==> src/rtl/seq_detector_param_if.sv <==
// seq_detector_param_if: serial stream bus (clr, x_valid, x, pattern, pat_len, overlap in; z, match_cnt out)
interface seq_detector_param_if #(
  parameter int PAT_W = 8,
  parameter int LEN_W = $clog2(PAT_W + 1),
  parameter int CNT_W = 8
);
  logic             clr;
  logic             x_valid;
  logic             x;
  logic [PAT_W-1:0] pattern;
  logic [LEN_W-1:0] pat_len;
  logic             overlap;
  logic             z;
  logic [CNT_W-1:0] match_cnt;
  modport master (output clr, x_valid, x, pattern, pat_len, overlap, input z, match_cnt);
  modport slave  (input clr, x_valid, x, pattern, pat_len, overlap, output z, match_cnt);
endinterface

==> src/rtl/seq_detector_param.sv <==
// seq_detector_param: runtime-pattern serial detector; clk, reset (sync, active-high), bus.slave (clr/x_valid/x/pattern/pat_len/overlap in, z/match_cnt out); SEQ_DET_CNT_EN enables the saturating match_cnt, otherwise it is tied to 0
module seq_detector_param #(
  parameter int PAT_W = 8,
  parameter int LEN_W = $clog2(PAT_W + 1),
  parameter int CNT_W = 8
) (
  input logic clk,
  input logic reset,
  seq_detector_param_if.slave bus
);
  logic [PAT_W-1:0] hist_q, hist_d, hist_n, mask;
  logic [LEN_W-1:0] fill_q, fill_d, fill_n;
  logic             z_q, z_d, len_ok, match;
  always_comb begin
    hist_n = {hist_q[PAT_W-2:0], bus.x};
    fill_n = fill_q == LEN_W'(PAT_W) ? fill_q : fill_q + 1'b1;
    mask   = ~({PAT_W{1'b1}} << bus.pat_len);
    len_ok = bus.pat_len != '0 && bus.pat_len <= LEN_W'(PAT_W);
    match  = bus.x_valid && !bus.clr && len_ok && fill_n >= bus.pat_len &&
             ((hist_n ^ bus.pattern) & mask) == '0;
    hist_d = bus.clr ? '0 : bus.x_valid ? hist_n : hist_q;
    fill_d = bus.clr || (match && !bus.overlap) ? '0 : bus.x_valid ? fill_n : fill_q;
    z_d    = match;
  end
  always_ff @(posedge clk) begin
    if (reset) begin
      hist_q <= '0;
      fill_q <= '0;
      z_q    <= 1'b0;
    end else begin
      hist_q <= hist_d;
      fill_q <= fill_d;
      z_q    <= z_d;
    end
  end
  assign bus.z = z_q;
`ifdef SEQ_DET_CNT_EN
  logic [CNT_W-1:0] cnt_q, cnt_d;
  always_comb cnt_d = match && cnt_q != '1 ? cnt_q + 1'b1 : cnt_q;
  always_ff @(posedge clk) cnt_q <= reset ? '0 : cnt_d;
  assign bus.match_cnt = cnt_q;
`else
  assign bus.match_cnt = '0;
`endif
endmodule
==> src/flat_wrapper.sv <==
// flat-port wrapper written by rule: the top's interface ports become plain ports
module seq_detector_param_flat 
#(
  parameter int PAT_W = 8,
  parameter int LEN_W = $clog2(PAT_W + 1),
  parameter int CNT_W = 8
)
  (clk, reset, bus_clr, bus_x_valid, bus_x, bus_pattern, bus_pat_len, bus_overlap, bus_z, bus_match_cnt);
  seq_detector_param_if #(.PAT_W(PAT_W), .LEN_W(LEN_W), .CNT_W(CNT_W)) bus_i ();
  input logic clk;
  input logic reset;
  input wire logic [$bits(bus_i.clr)-1:0] bus_clr;
  input wire logic [$bits(bus_i.x_valid)-1:0] bus_x_valid;
  input wire logic [$bits(bus_i.x)-1:0] bus_x;
  input wire logic [$bits(bus_i.pattern)-1:0] bus_pattern;
  input wire logic [$bits(bus_i.pat_len)-1:0] bus_pat_len;
  input wire logic [$bits(bus_i.overlap)-1:0] bus_overlap;
  output wire logic [$bits(bus_i.z)-1:0] bus_z;
  output wire logic [$bits(bus_i.match_cnt)-1:0] bus_match_cnt;
  assign bus_i.clr = bus_clr;
  assign bus_i.x_valid = bus_x_valid;
  assign bus_i.x = bus_x;
  assign bus_i.pattern = bus_pattern;
  assign bus_i.pat_len = bus_pat_len;
  assign bus_i.overlap = bus_overlap;
  assign bus_z = bus_i.z;
  assign bus_match_cnt = bus_i.match_cnt;
  seq_detector_param #(.PAT_W(PAT_W), .LEN_W(LEN_W), .CNT_W(CNT_W)) u_core (.clk(clk), .reset(reset), .bus(bus_i));
endmodule
==> config.mk <==
export PLATFORM = sky130hd
export DESIGN_NAME = seq_detector_param_flat
export DESIGN_NICKNAME = d
export VERILOG_FILES = /design/src/rtl/seq_detector_param_if.sv /design/src/rtl/seq_detector_param.sv /design/src/flat_wrapper.sv
export SDC_FILE = /design/constraint.sdc
export NUM_CORES = 1
export LEC_CHECK = 0
export ABC_CLOCK_PERIOD_IN_PS = 2100
export CAP_MARGIN = 20
export CORE_ASPECT_RATIO = 1.4
export CORE_MARGIN = 3
export CORE_UTILIZATION = 40
export CTS_CLUSTER_DIAMETER = 60
export CTS_CLUSTER_SIZE = 16
export DETAILED_ROUTE_END_ITERATION = 12
export GPL_TIMING_DRIVEN = 0
export HOLD_SLACK_MARGIN = 0.06
export PLACE_DENSITY = 0.74
export SYNTH_ARGS = -nofsm -noshare
export SYNTH_HDL_FRONTEND = slang
export SYNTH_SLANG_ARGS = --single-unit
==> constraint.sdc <==
create_clock -name clk -period 2.1 [get_ports clk]
set_clock_uncertainty 0.2 [all_clocks]
set_input_delay 0.42 -clock clk [delete_from_list [all_inputs] [get_ports clk]]
set_output_delay 0.42 -clock clk [all_outputs]
set_load 0.05 [all_outputs]
After elaboration in Yosys (flattened, before gate mapping)
Cells that the tools add are included.
Widths: inputs -> output; s select.
Word-level totals
  bits in registers: 12
  bits of input ports: 18
  output and inout bits: 9
  logic and storage cells: 25
Operators by class
  add/sub/neg operators: 1
  $lt $le $gt $ge: 2
  equality and inequality tests: 1
  shifts and indexed selects: 1
  muxes and demuxes: 1
  bitwise logic cells: 3
  reductions and logical operators: 13
Operator list (number)
  $and 8x8->8: 1
  $logic_not 8->1: 1
  $not 8->8: 1
  $shl 8x4->8 const A: 1
  $xor 8x8->8: 1
  $logic_and 1x1->1: 6
  $add 4x1->4 const B: 1
  $eq 4x4->1 const B: 1
  $ge 4x4->1: 1
  $le 4x4->1 const B: 1
  $mux 4: 1
  $reduce_bool 4->1: 1
  $reduce_or 2->1: 2
  $logic_not 1->1: 2
  $logic_or 1x1->1: 1

Depth between registers and ports, before layout
Gate-level depths: netlist (run 1).
  depth after elaboration: 8
  depth in mapped cells: 11
  mapped depth without buffers: 11

Worst setup path before layout (run 1)
Ideal clock, no wire load.
  kind: register -> register
  start: register u_core.fill_q[0]
  end: register u_core.fill_q[2]
  setup time: 0.060 ns
  arrival time: 1.824 ns
  data required time: 1.840 ns
  slack: 0.016 ns
  cell stages (with the launch flop): 11
  path buffers: 0
  clock period less this slack: 2.084 ns
  cell sequence: dfxtp_1 -> inv_1 -> ha_1 -> nand2_1 -> nor2_1 -> xnor2_1 -> ha_1 -> o21ai_0 -> a21oi_1 -> o2111ai_1 -> o2111a_1
Between the ends
  longest elaborated chain between the ends: 8
  elaborated cells between the ends (all ways): 9
  those cells by class: 1 x add/sub; 1 x order compare; 1 x eq/ne; 1 x mux; 5 x reduce/logical
RTL lines
  start, declared: RTL line seq_detector_param.sv:12  | logic [LEN_W-1:0] fill_q, fill_d, fill_n;
  start signal, assigned: RTL line seq_detector_param.sv:32  | fill_q <= fill_d;
  $add 4x1->4 / $eq 4x4->1 (equally long branches): RTL line seq_detector_param.sv:16  | fill_n = fill_q == LEN_W'(PAT_W) ? fill_q : fill_q + 1'b1;
  $mux 4 (*): RTL line seq_detector_param.sv:16
  $ge 4x4->1: RTL line seq_detector_param.sv:19  | match = bus.x_valid && !bus.clr && len_ok && fill_n >= bus.pat_len &&
  $logic_and 1x1->1 (2 in series): RTL line seq_detector_param.sv:19
  $logic_and 1x1->1: RTL line seq_detector_param.sv:22  | fill_d = bus.clr || (match && !bus.overlap) ? '0 : bus.x_valid ? fill_n : fill_q;
  $logic_or 1x1->1: RTL line seq_detector_param.sv:22
  $reduce_or 2->1 (no line)
Every way passes the cells marked *; elsewhere a longest branch is shown, timed or not.
A chain may end at the register's enable or synchronous reset.

Worst setup path in the final report (run 1)
  start: register u_core.fill_q[0]
  end: register u_core.fill_q[2]
Between the ends
  longest elaborated chain between the ends: 8
  elaborated cells between the ends (all ways): 9
  those cells by class: 1 x add/sub; 1 x order compare; 1 x eq/ne; 1 x mux; 5 x reduce/logical
RTL lines (RTL line)
  $add 4x1->4 / $eq 4x4->1 (equally long branches): seq_detector_param.sv:16
  $mux 4 (*): seq_detector_param.sv:16
  via u_core.fill_n[2]: seq_detector_param.sv:12
  $ge 4x4->1: seq_detector_param.sv:19
  $logic_and 1x1->1 (2 in series): seq_detector_param.sv:19
  $logic_and 1x1->1: seq_detector_param.sv:22
  $logic_or 1x1->1: seq_detector_param.sv:22
  $reduce_or 2->1 (no line)
Mark *: on every way through the listed nets, which the timed path passes. The rest lies on a longest branch.

==> results.toml, run 1 <==
[outcome]
status = "finished, final reports clean"

[synth]
postSynthCellCount = 100
synthAdderAreaFrac_pct = 8.90
yosysWarnings = 0
synth_area_um2 = 843
synthXorXnorAreaFrac_pct = 12.5
ys_ff_latch = 12
muxShareOfSynthArea_pct = 10.7
yosysUniqueCellTypes = 30
synth_top_family_by_area = "simple AND/OR/NAND/NOR gates"
synth_ff_type = "dfxtp_1"
synth_area_per_cell_um2 = 8.43
yosysSeqAreaShare_pct = 28.5
synth-edff-count = 0
synth_simple_gate_area_share_pct = 15.6
async_flop_share_pct = 0
synth-compound-area-share_pct = 12.2

[timing]
slew_headroom_pct = 66.5
hold_viol_final = 0
drv_slew = 0
fmax_ghz = 0.485
rsz0062_at_grt = "yes"
setup_viol = 0
timing.final.crit_share_pct = 98.2
period_minus_slack_ps = 2060
tightest_slew_ps = 502

[setup_path]
crit_type = "reg -> reg"
end_kind = "flip-flop"
startpoint_type = "flip-flop"
crit_required_ps = 2120
cp_data_arrival_time_ps = 2080
cp_max_fo = 4

[power]
ir_drop_uv = 320
intPower_uw = 412
pwr-share-seq_pct = 40.4
p_leak_nw = 0.537
p_per_area_nw_per_um2 = 470
p_switching_uw = 166
switching_share_pct = 28.8
clkPwrFrac_pct = 31.6
combPwrFrac_pct = 28.1

[cells_and_area]
final_cells = 156
utilization_pct = 62.4
areaGrowthSynthToFinish_pct = 46.0
diodes = 0
multi_input_area_um2 = 604
drive_gt1_share_pct = 28.1
final.fill_count = 182
layout.nets = 160
final-seq-area_um2 = 243

[global_route]
grt_antenna_before_repair = 0
grt_pass1_wl_um = 2860
grt_usage_pct = 14.4
grt_max_degree = 11
first_global_vias = 711
grt-ovfl-total = 0

[place]
dpl.hpwl_um = 1350
portBuffers = 18
place_congestion = 0.758
dpl.cell_count = 146

[clock_network]
cts_buffer_depth = 2
h-tree-depth = 1
cts.sinks = 12
cts_tree = "yes"
hold_buffers = 0
cts_buffers = 3
clk_latency_ps = 270
path_clk_slew_ps = 80
cts-root-buf = "clkbuf_4"

[floorplanning]
rows = 19
start_util_pct = 42.7
die_h_um = 60.3
die_x_um = 44.8
die_area_um2 = 2700
coreArea_um2 = 1970
io-pin-count = 27

[route]
vias_per_cell = 4.94
wl_per_cell_um = 12.0
num_vias = 770
dr.pass1.iters = 4
drc = 0
drt_wl_total_um = 1870
drt_iter0_drc = 6
ant_nets = 0

[hold_path]
hold_class = "reg -> reg"

[job]
cap_violations = 0
[critical path, stage by stage, from the launching register on]
cell and delay, ps:
dfxtp_2 340, buf_4 140, ha_4 140, nand2_2 50, mux2i_2 180, ha_1 290
o21ai_2 170, a21oi_2 60, o2111ai_2 220, o2111a_1 210
[registers in the layout, summed over array words and instances (netlist names)]
| signal | flops |
|---|---|
| u_core.hist_q | 7 |
| u_core.bus.z | 1 |
| u_core.fill_q | 4 |
[per-stage QoR]
stage,area [µm²],hold WS (ps),setup TNS [ps],power (mW),worst slack [ps]
6_report,1230,322,0,0.578,36.9
5_1_grt,1230,359,-385,0.603,-97.2
4_1_cts,1170,326,0,0.565,5.69
3_5_place_dp,1080,309,-1240,0.379,-292
3_3_place_gp,1080,296,-1000,0.376,-237
2_1_floorplan,870,282,0,0.329,15.9
[cells in the mapped netlist (2+ instances only)]
library cell	count	area, µm²
o21ai_0	5	25.0
o22ai_1	2	12.5
dfxtp_1	12	240
buf_4	8	60.1
ha_1	6	75.1
mux2i_1	9	90.1
nand2_1	4	15.0
inv_1	6	22.5
and3_1	3	18.8
nor2_1	11	41.3
nor3_1	2	10.0
a21oi_1	3	15.0
o2111ai_1	2	17.5
xnor2_1	11	96.3
[cells by family after synthesis]
family	after synthesis
AND/OR/NAND/NOR	27
flip-flops	12
buffers and inverters	17
AO/OA/AOI/OAI	16
XOR/XNOR	12
multiplexers	9
other	1
adder cells (fa/ha/maj)	6
[cell type report]
cell class              instances  area share (%)
repair buffers                 24            18.4
flip-flops and latches         12            19.7
well taps                      21            2.13
multi-input cells              78            49.1
clock buffers                   4            2.95
plain buffers                  10            5.59
inverters                       7            2.13
[power by group through the flow]
| stage | sequential [mW] | clock, mW | combinational (mW) |
|---|---|---|---|
| floorplan | 0.238 | 0 | 0.0908 |
| global placement | 0.239 | 0 | 0.137 |
| detailed placement | 0.239 | 0 | 0.140 |
| CTS | 0.233 | 0.184 | 0.149 |
| global route | 0.234 | 0.194 | 0.175 |
| finish | 0.233 | 0.183 | 0.162 |
[placed cells by master, fill, tap and decap left out, types with 2 or more instances in the layout]
cell type        Yosys  final
mux2i_1              9      8
conb_1               1      8
nor3_2               1      2
dfxtp_1             12     10
clkdlybuf4s50_1      0     16
inv_2                1      3
o2111ai_2            0      2
inv_1                6      4
ha_4                 0      2
a21oi_1              3      2
dfxtp_2              0      2
ha_1                 6      4
clkbuf_4             0      3
nand2_1              4      2
o21ai_2              0      2
xnor2_1             11     11
o21ai_0              5      3
nor2_1              11     10
o22ai_1              2      2
buf_4                8     14
and3_1               3      3
[worst paths after layout]
check                                     start                             to  slack [ps]  depth (start not counted)
setup / recovery  u_core.fill_q[0]$_SDFFE_PP0P_  u_core.fill_q[2]$_SDFFE_PP0P_          40                          9
hold / removal    u_core.hist_q[6]$_SDFFE_PP0P_  u_core.hist_q[6]$_SDFFE_PP0P_         320                          2
setup reg to reg  u_core.fill_q[0]$_SDFFE_PP0P_  u_core.fill_q[2]$_SDFFE_PP0P_          40                          9
hold reg to reg   u_core.hist_q[6]$_SDFFE_PP0P_  u_core.hist_q[6]$_SDFFE_PP0P_         320                          2
[layer usage]
layer  vias up  share of wire [%]  track usage, %
met5         -                  0               0
met1       344                 39            14.5
met2        23                 54            26.7
li1        398                  -               -
met4         0                2.2            8.79
met3         5                5.1            2.37
[repair_timing]
action | in CTS | in global routing
setup buffers | 5 | 1
gates resized for setup | 9 | 14
pin swaps | 4 | 8
endpoints found under the setup margin | 5 | 5
Note: power is estimated with default switching activity, not from simulation.
==> run 2: changes to the inputs <==
--- a/config.mk
+++ b/config.mk
@@ -9,13 +9,14 @@
 export CAP_MARGIN = 20
 export CORE_ASPECT_RATIO = 1.4
 export CORE_MARGIN = 3
-export CORE_UTILIZATION = 40
+export CORE_UTILIZATION = 30
 export CTS_CLUSTER_DIAMETER = 60
 export CTS_CLUSTER_SIZE = 16
 export DETAILED_ROUTE_END_ITERATION = 12
 export GPL_TIMING_DRIVEN = 0
 export HOLD_SLACK_MARGIN = 0.06
-export PLACE_DENSITY = 0.74
+export PLACE_DENSITY = 0.58
+export SLEW_MARGIN = 20
 export SYNTH_ARGS = -nofsm -noshare
 export SYNTH_HDL_FRONTEND = slang
 export SYNTH_SLANG_ARGS = --single-unit
==> run 2 against run 1 <==
Net effect:
- count of clock-buffer cells in the layout shrank 1
- sequential share of layout area shrank 0.33 points
- register-to-register slack is essentially flat
- hold slack gained 1.1 ps
- die area grew 29%
- critical path type unchanged
- largest power group unchanged
==> results.toml, run 2 (synthesized netlist as in run 1, its figures left out) <==
[timing]
hold_viol_final = 0
setup_viol = 0
timing.final.ws_setup_ps = 46.5
fmax_ghz = 0.487
period_minus_slack_ps = 2050
finalSetupTns_ps = 0
rsz0062_at_grt = "yes"
timing.final.crit_share_pct = 97.8
drv_slew = 0

[route]
drt_wl_total_um = 1820
dr.pass1.iters = 2
num_vias = 752
drt_iter0_drc = 10
vias_per_cell = 4.40
ant_nets = 0
drc = 0
wl_per_cell_um = 10.6

[floorplanning]
die_h_um = 68.7
start_util_pct = 31.9
die_area_um2 = 3490
rows = 22
io-pin-count = 27
coreArea_um2 = 2640
die_x_um = 50.8

[setup_path]
cpMaxStageDelayCell = "dfxtp_4"
startpoint_type = "flip-flop"
timing.rr.start = "u_core.fill_q[0]$_SDFFE_PP0P_"
cp_max_fo = 4
end_kind = "flip-flop"
worstSetupStartpoint = "u_core.fill_q[0]$_SDFFE_PP0P_"
path_delay_family = "compound AO/OA/AOI/OAI gates"
path_buf_inv = 1
max_stage_delay_ps = 370
cp_data_arrival_time_ps = 2070
path_cells = "inv_4 > ha_4 > nand2_4 > nand2_2 > mux2i_2 > ha_1 > o21ai_2 > a21oi_2 > o2111ai_2 > o2111a_1"
crit_type = "reg -> reg"
crit_required_ps = 2110

[cells_and_area]
final_area_um2 = 1260
largest_reg_flops = 7
layout_commonest_cell = "clkdlybuf4s50_1"
layout_common_cells = "clkdlybuf4s50_1 (15), buf_4 (14), xnor2_1 (10), nor2_1 (10), dfxtp_1 (10)"
areaGrowthSynthToFinish_pct = 50.0
layout.nets = 161
diodes = 0
regMostFlops = "u_core.hist_q"
drive_gt1_share_pct = 28.1

[global_route]
grt_pass1_wl_um = 2950
grt_usage_pct = 11.0
grt_antenna_before_repair = 0
first_global_vias = 725
grt-ovfl-total = 0
grt_max_degree = 11

[clock_network]
path_clk_slew_ps = 70
cts_buffer_depth = 2
h-tree-depth = 1
clk_latency_ps = 260
cts_buffers = 3
cts-root-buf = "clkbuf_4"
cts.sinks = 12
cts_tree = "yes"
hold_buffers = 0

[power]
p_per_area_nw_per_um2 = 417
ir_drop_uv = 278
p_leak_nw = 0.560
power_uw = 528

[place]
portBuffers = 18
placed_cell_area_um2 = 1090
dpl.hpwl_um = 1440
pre_cts_slack_ps = -303
place_congestion = 0.696

[job]
cap_violations = 0

[hold_path]
min_from = "u_core.hist_q[6]$_SDFFE_PP0P_"
hold_class = "reg -> reg"

[outcome]
status = "finished, final reports clean"
## run 2: per-layer routing
| metal | GRT usage (%) | part of all wire, % |
|---|---|---|
| met5 | 0 | 0 |
| met4 | 1.01 | 0 |
| met3 | 3.23 | 5.3 |
| met2 | 22.7 | 55 |
| met1 | 11.1 | 40 |
## run 2: final timing paths
kind         depth (start not counted)                       endpoint  slack, ps
max                                 10  u_core.fill_q[2]$_SDFFE_PP0P_         50
min reg2reg                          2  u_core.hist_q[6]$_SDFFE_PP0P_        320
min                                  2  u_core.hist_q[6]$_SDFFE_PP0P_        320
max reg2reg                         10  u_core.fill_q[2]$_SDFFE_PP0P_         50
## run 2: final cells by class
cell class	instances	area, µm²
flip-flops and latches	12	245
clock buffers	3	22.5
fillers	284	1380
inverters	7	28.8
well taps	36	45.0
repair buffers	25	244
multi-input cells	78	611
plain buffers	10	68.8
## run 2: power by group
part / internal [mW] / leakage, nW / switching, mW / total [mW]
clock: 0.0663 / 0.0138 / 0.0661 / 0.132
sequential: 0.230 / 0.0982 / 0.00395 / 0.234
combinational: 0.0785 / 0.448 / 0.0830 / 0.162
## run 2: tightest hold or removal path: stages (launching register included)
cell and delay (ps):
dfxtp_1 350, mux2i_1 70, nor2_1 70
## run 2: per-stage QoR
stage	hold WS, ps	cells	util, %
floorplan	282	107	-
CTS	331	168	44.4
global route	376	171	47.9
finish	323	171	47.9
detailed placement	315	161	41.4
global placement	305	161	41.4
## run 2: timing repair
action	4_1_cts	5_1_grt
setup endpoints to repair	5	4
pin swaps	7	14
setup buffers	4	3
resized for setup	12	16
